[src/rtl/md_pkg.sv]
`default_nettype none
// ============================================================================
//  Module      : md_pkg
//  Description : Shared constants for the iterative multiply/divide unit.
//  Revision    : 1.0  initial release
// ============================================================================
package md_pkg;

    // Iteration count equals the operand width (one bit per cycle).
    localparam int ITER = 32;

    localparam logic [1:0] OP_MULTU = 2'b00;
    localparam logic [1:0] OP_MULT  = 2'b01;
    localparam logic [1:0] OP_DIVU  = 2'b10;
    localparam logic [1:0] OP_DIV   = 2'b11;

    localparam logic [1:0] S_IDLE = 2'd0;
    localparam logic [1:0] S_CALC = 2'd1;
    localparam logic [1:0] S_FIX  = 2'd2;

endpackage
`default_nettype wire

[src/rtl/md_neg.sv]
`default_nettype none
// ============================================================================
//  Module      : md_neg
//  Description : Conditional two's-complement negate.
//  Revision    : 1.0  initial release
// ============================================================================
module md_neg #(
    parameter int WIDTH = 32
) (
    input  logic             i_en,
    input  logic [WIDTH-1:0] i_din,
    output logic [WIDTH-1:0] o_dout
);

    assign o_dout = i_en ? (~i_din + WIDTH'(1)) : i_din;

endmodule
`default_nettype wire

[src/rtl/md_unit.sv]
`default_nettype none
// ============================================================================
//  Module      : md_unit
//  Description : Iterative mult/multu/div/divu unit with HI/LO result pair.
//  Revision    : 1.0  initial release
// ============================================================================
module md_unit
    import md_pkg::*;
#(
    parameter int WIDTH = ITER
) (
    input  logic             clk,
    input  logic             rst,
    input  logic             start,
    input  logic [1:0]       op,
    input  logic [WIDTH-1:0] a,
    input  logic [WIDTH-1:0] b,
    input  logic             hi_we,
    input  logic             lo_we,
    input  logic [WIDTH-1:0] wdata,
    output logic             busy,
    output logic             done,
    output logic [WIDTH-1:0] hi,
    output logic [WIDTH-1:0] lo
);

    localparam int c_cnt_w = $clog2(WIDTH);

    logic [1:0]         r_state;
    logic [c_cnt_w-1:0] r_cnt;
    logic [1:0]         r_op;
    logic               r_sa;
    logic               r_sb;
    logic               r_bzero;
    logic [WIDTH-1:0]   r_araw;
    logic [WIDTH-1:0]   r_opnd;   // multiplicand or divisor
    logic [WIDTH-1:0]   r_acc;    // product upper half or partial remainder
    logic [WIDTH-1:0]   r_low;    // multiplier/product low half, or dividend/quotient
    logic [WIDTH-1:0]   r_hi;
    logic [WIDTH-1:0]   r_lo;
    logic               r_done;

    logic [WIDTH-1:0]   w_a_abs;
    logic [WIDTH-1:0]   w_b_abs;
    logic [WIDTH:0]     w_mul_sum;
    logic [WIDTH:0]     w_shift;
    logic [WIDTH:0]     w_trial;
    logic               w_neg_q;
    logic               w_neg_r;
    logic [2*WIDTH-1:0] w_prod_fix;
    logic [WIDTH-1:0]   w_quo_fix;
    logic [WIDTH-1:0]   w_rem_fix;

    md_neg #(.WIDTH(WIDTH)) u_abs_a (
        .i_en   (op[0] & a[WIDTH-1]),
        .i_din  (a),
        .o_dout (w_a_abs)
    );

    md_neg #(.WIDTH(WIDTH)) u_abs_b (
        .i_en   (op[0] & b[WIDTH-1]),
        .i_din  (b),
        .o_dout (w_b_abs)
    );

    // Unsigned ops latch raw signs too, so gate the sign fix with the signed bit.
    assign w_neg_q = r_op[0] & (r_sa ^ r_sb);
    assign w_neg_r = r_op[0] & r_sa;

    md_neg #(.WIDTH(2*WIDTH)) u_fix_prod (
        .i_en   (w_neg_q),
        .i_din  ({r_acc, r_low}),
        .o_dout (w_prod_fix)
    );

    md_neg #(.WIDTH(WIDTH)) u_fix_quo (
        .i_en   (w_neg_q),
        .i_din  (r_low),
        .o_dout (w_quo_fix)
    );

    md_neg #(.WIDTH(WIDTH)) u_fix_rem (
        .i_en   (w_neg_r),
        .i_din  (r_acc),
        .o_dout (w_rem_fix)
    );

    assign w_mul_sum = {1'b0, r_acc} + (r_low[0] ? {1'b0, r_opnd} : '0);

    // Bit WIDTH of the trial difference is the borrow: set means restore.
    assign w_shift = {r_acc, r_low[WIDTH-1]};
    assign w_trial = w_shift - {1'b0, r_opnd};

    always_ff @(posedge clk) begin
        if (rst) begin
            r_state <= S_IDLE;
            r_cnt   <= '0;
            r_op    <= '0;
            r_sa    <= 1'b0;
            r_sb    <= 1'b0;
            r_bzero <= 1'b0;
            r_araw  <= '0;
            r_opnd  <= '0;
            r_acc   <= '0;
            r_low   <= '0;
            r_hi    <= '0;
            r_lo    <= '0;
            r_done  <= 1'b0;
        end else begin
            r_done <= 1'b0;
            case (r_state)
                S_IDLE: begin
                    if (start) begin
                        r_state <= S_CALC;
                        r_op    <= op;
                        r_sa    <= a[WIDTH-1];
                        r_sb    <= b[WIDTH-1];
                        r_bzero <= (b == '0);
                        r_araw  <= a;
                        r_acc   <= '0;
                        r_cnt   <= c_cnt_w'(WIDTH-1);
                        if (op[1]) begin
                            r_opnd <= w_b_abs;
                            r_low  <= w_a_abs;
                        end else begin
                            r_opnd <= w_a_abs;
                            r_low  <= w_b_abs;
                        end
                    end else begin
                        if (hi_we) r_hi <= wdata;
                        if (lo_we) r_lo <= wdata;
                    end
                end
                S_CALC: begin
                    if (r_op[1]) begin
                        r_acc <= w_trial[WIDTH] ? w_shift[WIDTH-1:0] : w_trial[WIDTH-1:0];
                        r_low <= {r_low[WIDTH-2:0], ~w_trial[WIDTH]};
                    end else begin
                        r_acc <= w_mul_sum[WIDTH:1];
                        r_low <= {w_mul_sum[0], r_low[WIDTH-1:1]};
                    end
                    if (r_cnt == '0) begin
                        r_state <= S_FIX;
                    end else begin
                        r_cnt <= r_cnt - c_cnt_w'(1);
                    end
                end
                S_FIX: begin
                    r_state <= S_IDLE;
                    r_done  <= 1'b1;
                    if (r_op[1]) begin
                        if (r_bzero) begin
                            r_hi <= r_araw;
                            r_lo <= '1;
                        end else begin
                            r_hi <= w_rem_fix;
                            r_lo <= w_quo_fix;
                        end
                    end else begin
                        r_hi <= w_prod_fix[2*WIDTH-1:WIDTH];
                        r_lo <= w_prod_fix[WIDTH-1:0];
                    end
                end
                default: r_state <= S_IDLE;
            endcase
        end
    end

    assign busy = (r_state != S_IDLE);
    assign done = r_done;
    assign hi   = r_hi;
    assign lo   = r_lo;

endmodule
`default_nettype wire

[config.mk]
export PLATFORM = sky130hd
export DESIGN_NAME = md_unit
export DESIGN_NICKNAME = d
export VERILOG_FILES = /design/src/rtl/md_pkg.sv /design/src/rtl/md_neg.sv /design/src/rtl/md_unit.sv
export SDC_FILE = /design/constraint.sdc
export NUM_CORES = 1
export LEC_CHECK = 0
export ABC_AREA = 0
export CORE_MARGIN = 2
export CORE_UTILIZATION = 35
export CTS_CLUSTER_DIAMETER = 40
export DETAILED_ROUTE_END_ITERATION = 7
export PLACE_DENSITY = 0.54
export SLEW_MARGIN = 25
export SYNTH_ARGS = -nofsm -noshare
export SYNTH_HDL_FRONTEND = slang
export SYNTH_SLANG_ARGS = --single-unit
[constraint.sdc]
create_clock -name clk -period 3.08 [get_ports clk]
set_clock_uncertainty 0.1 [all_clocks]
set_input_delay 0.616 -clock clk [delete_from_list [all_inputs] [get_ports clk]]
set_output_delay 0.616 -clock clk [all_outputs]
set_load 0.02 [all_outputs]
---- Word level (Yosys, flattened, before mapping) ----
Cells that the tools add are included.
storage, ports and cells
  input bits .............................. 103
  register bits ........................... 205
  output and inout bits ................... 66
  logic and storage cells ................. 84
operators by class
  reductions and logical operators ........ 12
  mux-type cells .......................... 32
  bitwise gates (word level) .............. 11
  equal/unequal tests ..................... 8
  $add $sub $neg .......................... 8
operators with widths
  operator                 number
  $mux W32                 20
  $pmux W32 S2             4
  $add A32 B1 Y32 const B  4
  $not A32 Y32             4
  $add A64 B1 Y64 const B  1
  $mux W64                 1
  $not A64 Y64             1
  $add A32 B32 Y33         1
  $sub A33 B32 Y33         1
  $logic_not A32 Y1        1
  $ne A2 B2 Y1 const B     6
  $mux W5                  2
  $pmux W5 S2              1
  $reduce_and A3 Y1        3
  $reduce_and A2 Y1        3
  $reduce_bool A2 Y1       3
  $logic_not A5 Y1         1
  $sub A5 B1 Y5 const B    1
  $and A1 B1 Y1            4
  $mux W2                  2
  $pmux W2 S2              1
  $eq A2 B1 Y1 const B     1
  $eq A2 B2 Y1 const B     1
  $logic_not A2 Y1         1
  other kinds (3)          3

---- Logic depth before layout (Yosys ltp) ----
  depth after elaboration ................. 6
  depth in mapped cells ................... 15
  depth with buffers taken out ............ 14

---- By module ----
From an unflattened synthesis, not the netlist that was laid out.
unflattened totals
  cell total of the unflattened synthesis .. 2,369
  area total of the unflattened synthesis .. 18,565.3 um^2
by module, submodules not included
  module                 times used  seq. area each (um^2)  area each (um^2)  cells each
  md_unit                1           4,083.9                13,808.2          1,767
  md_neg at u_abs_a ...  4           0.0                    777.0             99
  md_neg at u_fix_prod   1           0.0                    1,649.1           206

---- Worst setup path before layout ----
OpenSTA, ideal clock, no wires.
  path kind ............................... register -> register
  start ................................... register r_low[0]
  end ..................................... register r_acc[30]
  data required time ...................... 2,894 ps
  period minus slack after synthesis ...... 3,119 ps
  library setup time ...................... 86 ps
  arrival ................................. 2,934 ps
  slack ................................... -39 ps
  cell stages (with the launch flop) ...... 15
  buffers on the path ..................... 1
  cell sequence ........................... dfxtp_1 inv_1 clkbuf_1 nor2_1 ha_1 a21o_1 a21oi_1 a31oi_1 a31oi_1 o211ai_1 a41o_1 a221oi_1 xnor2_1 o21ai_0 a211oi_1
between the ends
  cells in the longest elaborated chain, start to end .. 4
RTL lines
  item                    line            text
  from (decl)             md_unit.sv:38   logic [WIDTH-1:0] r_low;
  from (signal assigned)  md_unit.sv:124  r_low <= w_a_abs;
  from (signal assigned)  md_unit.sv:127  r_low <= w_b_abs;
  from (signal assigned)  md_unit.sv:137  r_low <= {r_low[WIDTH-2:0], ~w_trial[WIDTH]};
  $mux W32                md_unit.sv:88   assign w_mul_sum = {1'b0, r_acc} + (r_low[0] ? {1'b0, r_opnd} : '0);
  $add A32 B32 Y33        md_unit.sv:88
  $mux W32                md_unit.sv:135  if (r_op[1]) begin
  $pmux W32 S2            md_unit.sv:111  case (r_state)
  to (signal assigned)    md_unit.sv:136  r_acc <= w_trial[WIDTH] ? w_shift[WIDTH-1:0] : w_trial[WIDTH-1:0];
  to (signal assigned)    md_unit.sv:139  r_acc <= w_mul_sum[WIDTH:1];
  to (decl)               md_unit.sv:37   logic [WIDTH-1:0] r_acc;
No other way between the ends.
A chain may end at the register's enable or synchronous reset.

---- Final worst setup path ----
  start ................................... register r_low[0]
  end ..................................... register r_acc[28]
The elaborated chain is that of the path after synthesis.

==> flow_summary.yaml <==
clocking:
  max-clock-path-buffers: 3
  clock-root-buffer: "clkbuf_16"
  cts_tree: "yes"
  numCtsBuffers: 42
  cts-htree-levels: 2
  path_clk_slew_ps: 40
  clk_latency_ps: 600
  cts.sinks: 204
drt:
  drc: 2
  drtAntennaViolNets: 0
  vias: 19700
  wl_per_cell_um: 23.4
  wl_mm: 80.4
  drt_iter0_drc: 1814
  dr.pass1.iters: 7
  via_per_inst: 5.73
critical_path:
  crit_path_end: "r_acc[28]"
  r2r_slack_ps: -90
  cp-end-kind: "flip-flop"
  path_max_fanout: 6
  reg2reg_to: "r_acc[28]"
  r2r-start: "r_low[0]"
  crit_type: "flip-flop to flip-flop"
  cp-startpoint: "r_low[0]"
  crit_required_ps: 3420
  startpoint_type: "flip-flop"
  arrival_ps: 3510
  r2r_cells: 16
timing:
  finalSetupViolCount: 4
  slew_headroom_pct: 50.1
  period_minus_slack_ps: 3170
  fin_crit_sh_pct: 103
  rsz0062_at_grt: "yes"
  hold_viol_final: 0
  setup_ws_ps: -91.1
  worst_pin_slew_ps: 749
  slew_violations: 0
  timing.fmax_mhz: 315
finish:
  final_cell_mix: "buf_4 (450), nand2_1 (271), nor2_1 (226)"
  regArea_um2: 4130
  multiInputGateArea_um2: 12600
  fillers: 4493
  final_common_cell: "buf_4"
  layout-drive-gt1-share_pct: 27.8
  post-route-util_pct: 52.9
  antenna_cells: 0
  layout.nets: 2966
  area_growth_pct: 48.7
synth:
  async_flop_share_pct: 0
  ys.flop_type: "dfxtp_1"
  synthDistinctLibCells: 82
  syn_avg_cell_area_um2: 7.31
  synth_edf_count: 0
  yosysWarnings: 0
  synth_top_area_share_pct: 24.6
  synth_cells: 2269
  synthesis.nets: 2444
  synth-seq-cells: 204
  synthesis.area_um2: 16600
  synth_top_area_cell: "dfxtp_1"
  yosys-top-cells-area: "dfxtp_1 (25%), a21oi_1 (7.3%), mux2i_1 (6.6%)"
  seq_area_frac_synth_pct: 24.6
placed_design:
  io_buffers: 168
  place_hpwl_mm: 63.4
  dp_worst_setup_slack_ps: -603
  gp_congestion: 0.977
die:
  rows: 79
  die_height_um: 222
  coreArea_um2: 46700
  initial_core_util_pct: 35.6
  pin_count: 169
  dieArea_um2: 49200
  fp.dieW_um: 222
global_route:
  grt-ovfl-total: 0
  grt_pass1_vias: 19200
  track_usage_pct: 31.7
  antenna_found_initial: 1
  grt_max_degree: 111
  grt_pass1_wl_mm: 120
power_and_ir_drop:
  p_seq_share_pct: 26.3
  p_leak_nw: 10.4
  clock_power_share_pct: 41.7
  ir_worst_vdd_mv: 0.382
  p_int_mw: 7.67
  switching_share_pct: 34.4
  power_density_nw_per_um2: 474
  combPwrFrac_pct: 32.1
  p_switching_mw: 4.02
status:
  violations: "design-rule violations, negative setup slack"
  status: "finished, violations left"
flow_run:
  cap_violations: 0
worst_hold_path:
  hp-class: "flip-flop to flip-flop"
==> per-stage QoR <==
step           instance area (um^2)  hold WS (ps)  std cells  power [mW]  setup TNS, ps
4_1_cts                       23800           359       3410        11.5          -72.3
2_1_floorplan                 16600           332       2269        4.79              0
6_report                      24700           357       3432        11.7           -200
3_5_place_dp                  21900           352       3324        6.51         -22050
3_3_place_gp                  21900           343       3324        6.50         -18150
5_1_grt                       24700           374       3432        12.1          -1210
==> registers in the layout, summed over array words and instances (netlist names) <==
| signal | cells |
|---|---|
| r_low | 32 |
| r_opnd | 32 |
| r_state | 2 |
| done | 1 |
| r_cnt | 5 |
| hi | 32 |
| r_araw | 31 |
| r_sb | 1 |
| r_op | 2 |
| r_sa | 1 |
| lo | 32 |
| r_bzero | 1 |
| r_acc | 32 |
==> worst max-delay path: stages (launching register included) <==
cell and delay (ps):
dfxtp_4 380, inv_8 50, buf_6 120, nor2_1 120, ha_1 290, a21oi_2 190
o21ai_1 90, nor2b_4 140, a31oi_4 170, o211ai_1 110, buf_4 160, a41o_1 260
buf_4 150, a21o_1 170, a31oi_1 190, xor2_1 240, o211ai_1 110
==> worst min path at each step <==
stage | endpoint | slack [ps] | from | depth (start not counted)
2_1_floorplan | r_opnd[20] | 330 | r_opnd[20] | 2
5_1_grt | r_araw[28] | 370 | r_araw[28] | 2
4_1_cts | r_araw[28] | 360 | r_araw[28] | 2
3_5_place_dp | r_araw[28] | 350 | r_araw[28] | 2
6_report | r_opnd[11] | 360 | r_opnd[11] | 2
3_3_place_gp | r_opnd[2] | 340 | r_opnd[2] | 2
==> cells in the mapped netlist (9+ instances only) <==
library cell / instances
mux2i_1: 109
ha_1: 70
xnor2_1: 93
a21oi_1: 241
o211ai_1: 25
clkbuf_1: 123
nand4_1: 15
nand2_1: 277
a31oi_1: 32
nor3_1: 59
a221oi_1: 42
a211oi_1: 57
nor2_1: 242
inv_1: 66
nor2b_1: 19
nand3_1: 16
a21o_1: 36
dfxtp_1: 204
o22ai_1: 12
buf_2: 14
or3_1: 14
o21ai_1: 9
xor2_1: 78
o31ai_1: 16
a22oi_1: 17
and2_1: 16
nand2b_1: 20
or4_1: 17
o21ai_0: 145
buf_1: 18
o21a_1: 11
nor4_1: 17
==> power groups by stage <==
| stage | sequential (mW) | clock, mW | combinational [mW] |
|---|---|---|---|
| after global placement | 3.09 | 0 | 3.41 |
| after CTS | 3.05 | 4.92 | 3.50 |
| after detailed placement | 3.10 | 0 | 3.41 |
| after floorplan | 3.09 | 0 | 1.70 |
| after global routing | 3.09 | 5.04 | 3.99 |
| final | 3.07 | 4.87 | 3.75 |
==> area by class of cell <==
| type | count | share of cell area (%) |
|---|---|---|
| clock buffers | 51 | 4.60 |
| clock inverters | 27 | 1.55 |
| inverters | 68 | 1.10 |
| multi-input cells | 1834 | 51.0 |
| flip-flops and latches | 204 | 16.7 |
| well taps | 607 | 3.08 |
| repair buffers | 641 | 22.0 |
==> cell families (layout without fill, tap and decap cells) <==
family                   count (synthesis)  in the layout  share of synthesized area (%)
multiplexers                           117            117                           7.12
adder cells (fa/ha/maj)                 72             72                           5.52
flip-flops                             204            204                           24.6
AO/OA/AOI/OAI                          723            723                           27.5
XOR/XNOR                               171            171                           9.03
AND/OR/NAND/NOR                        751            751                           20.7
buffers and inverters                  231            787                           5.54
==> routing by layer <==
layer	wire (um)	up-vias	global-route usage, %
li1	-	9246	-
met1	36100	9513	44.3
met2	36200	772	50.4
met3	5720	127	4.62
met4	2370	2	9.52
met5	13	-	0
==> repair_timing <==
item | CTS | global route
hold buffers | 0 | 0
gates resized for setup | 85 | 183
setup endpoints to repair | 41 | 76
pin swaps | 35 | 60
setup buffers | 8 | 22
gates cloned | 0 | 1
No activity file was read; power rests on OpenSTA's default activity.
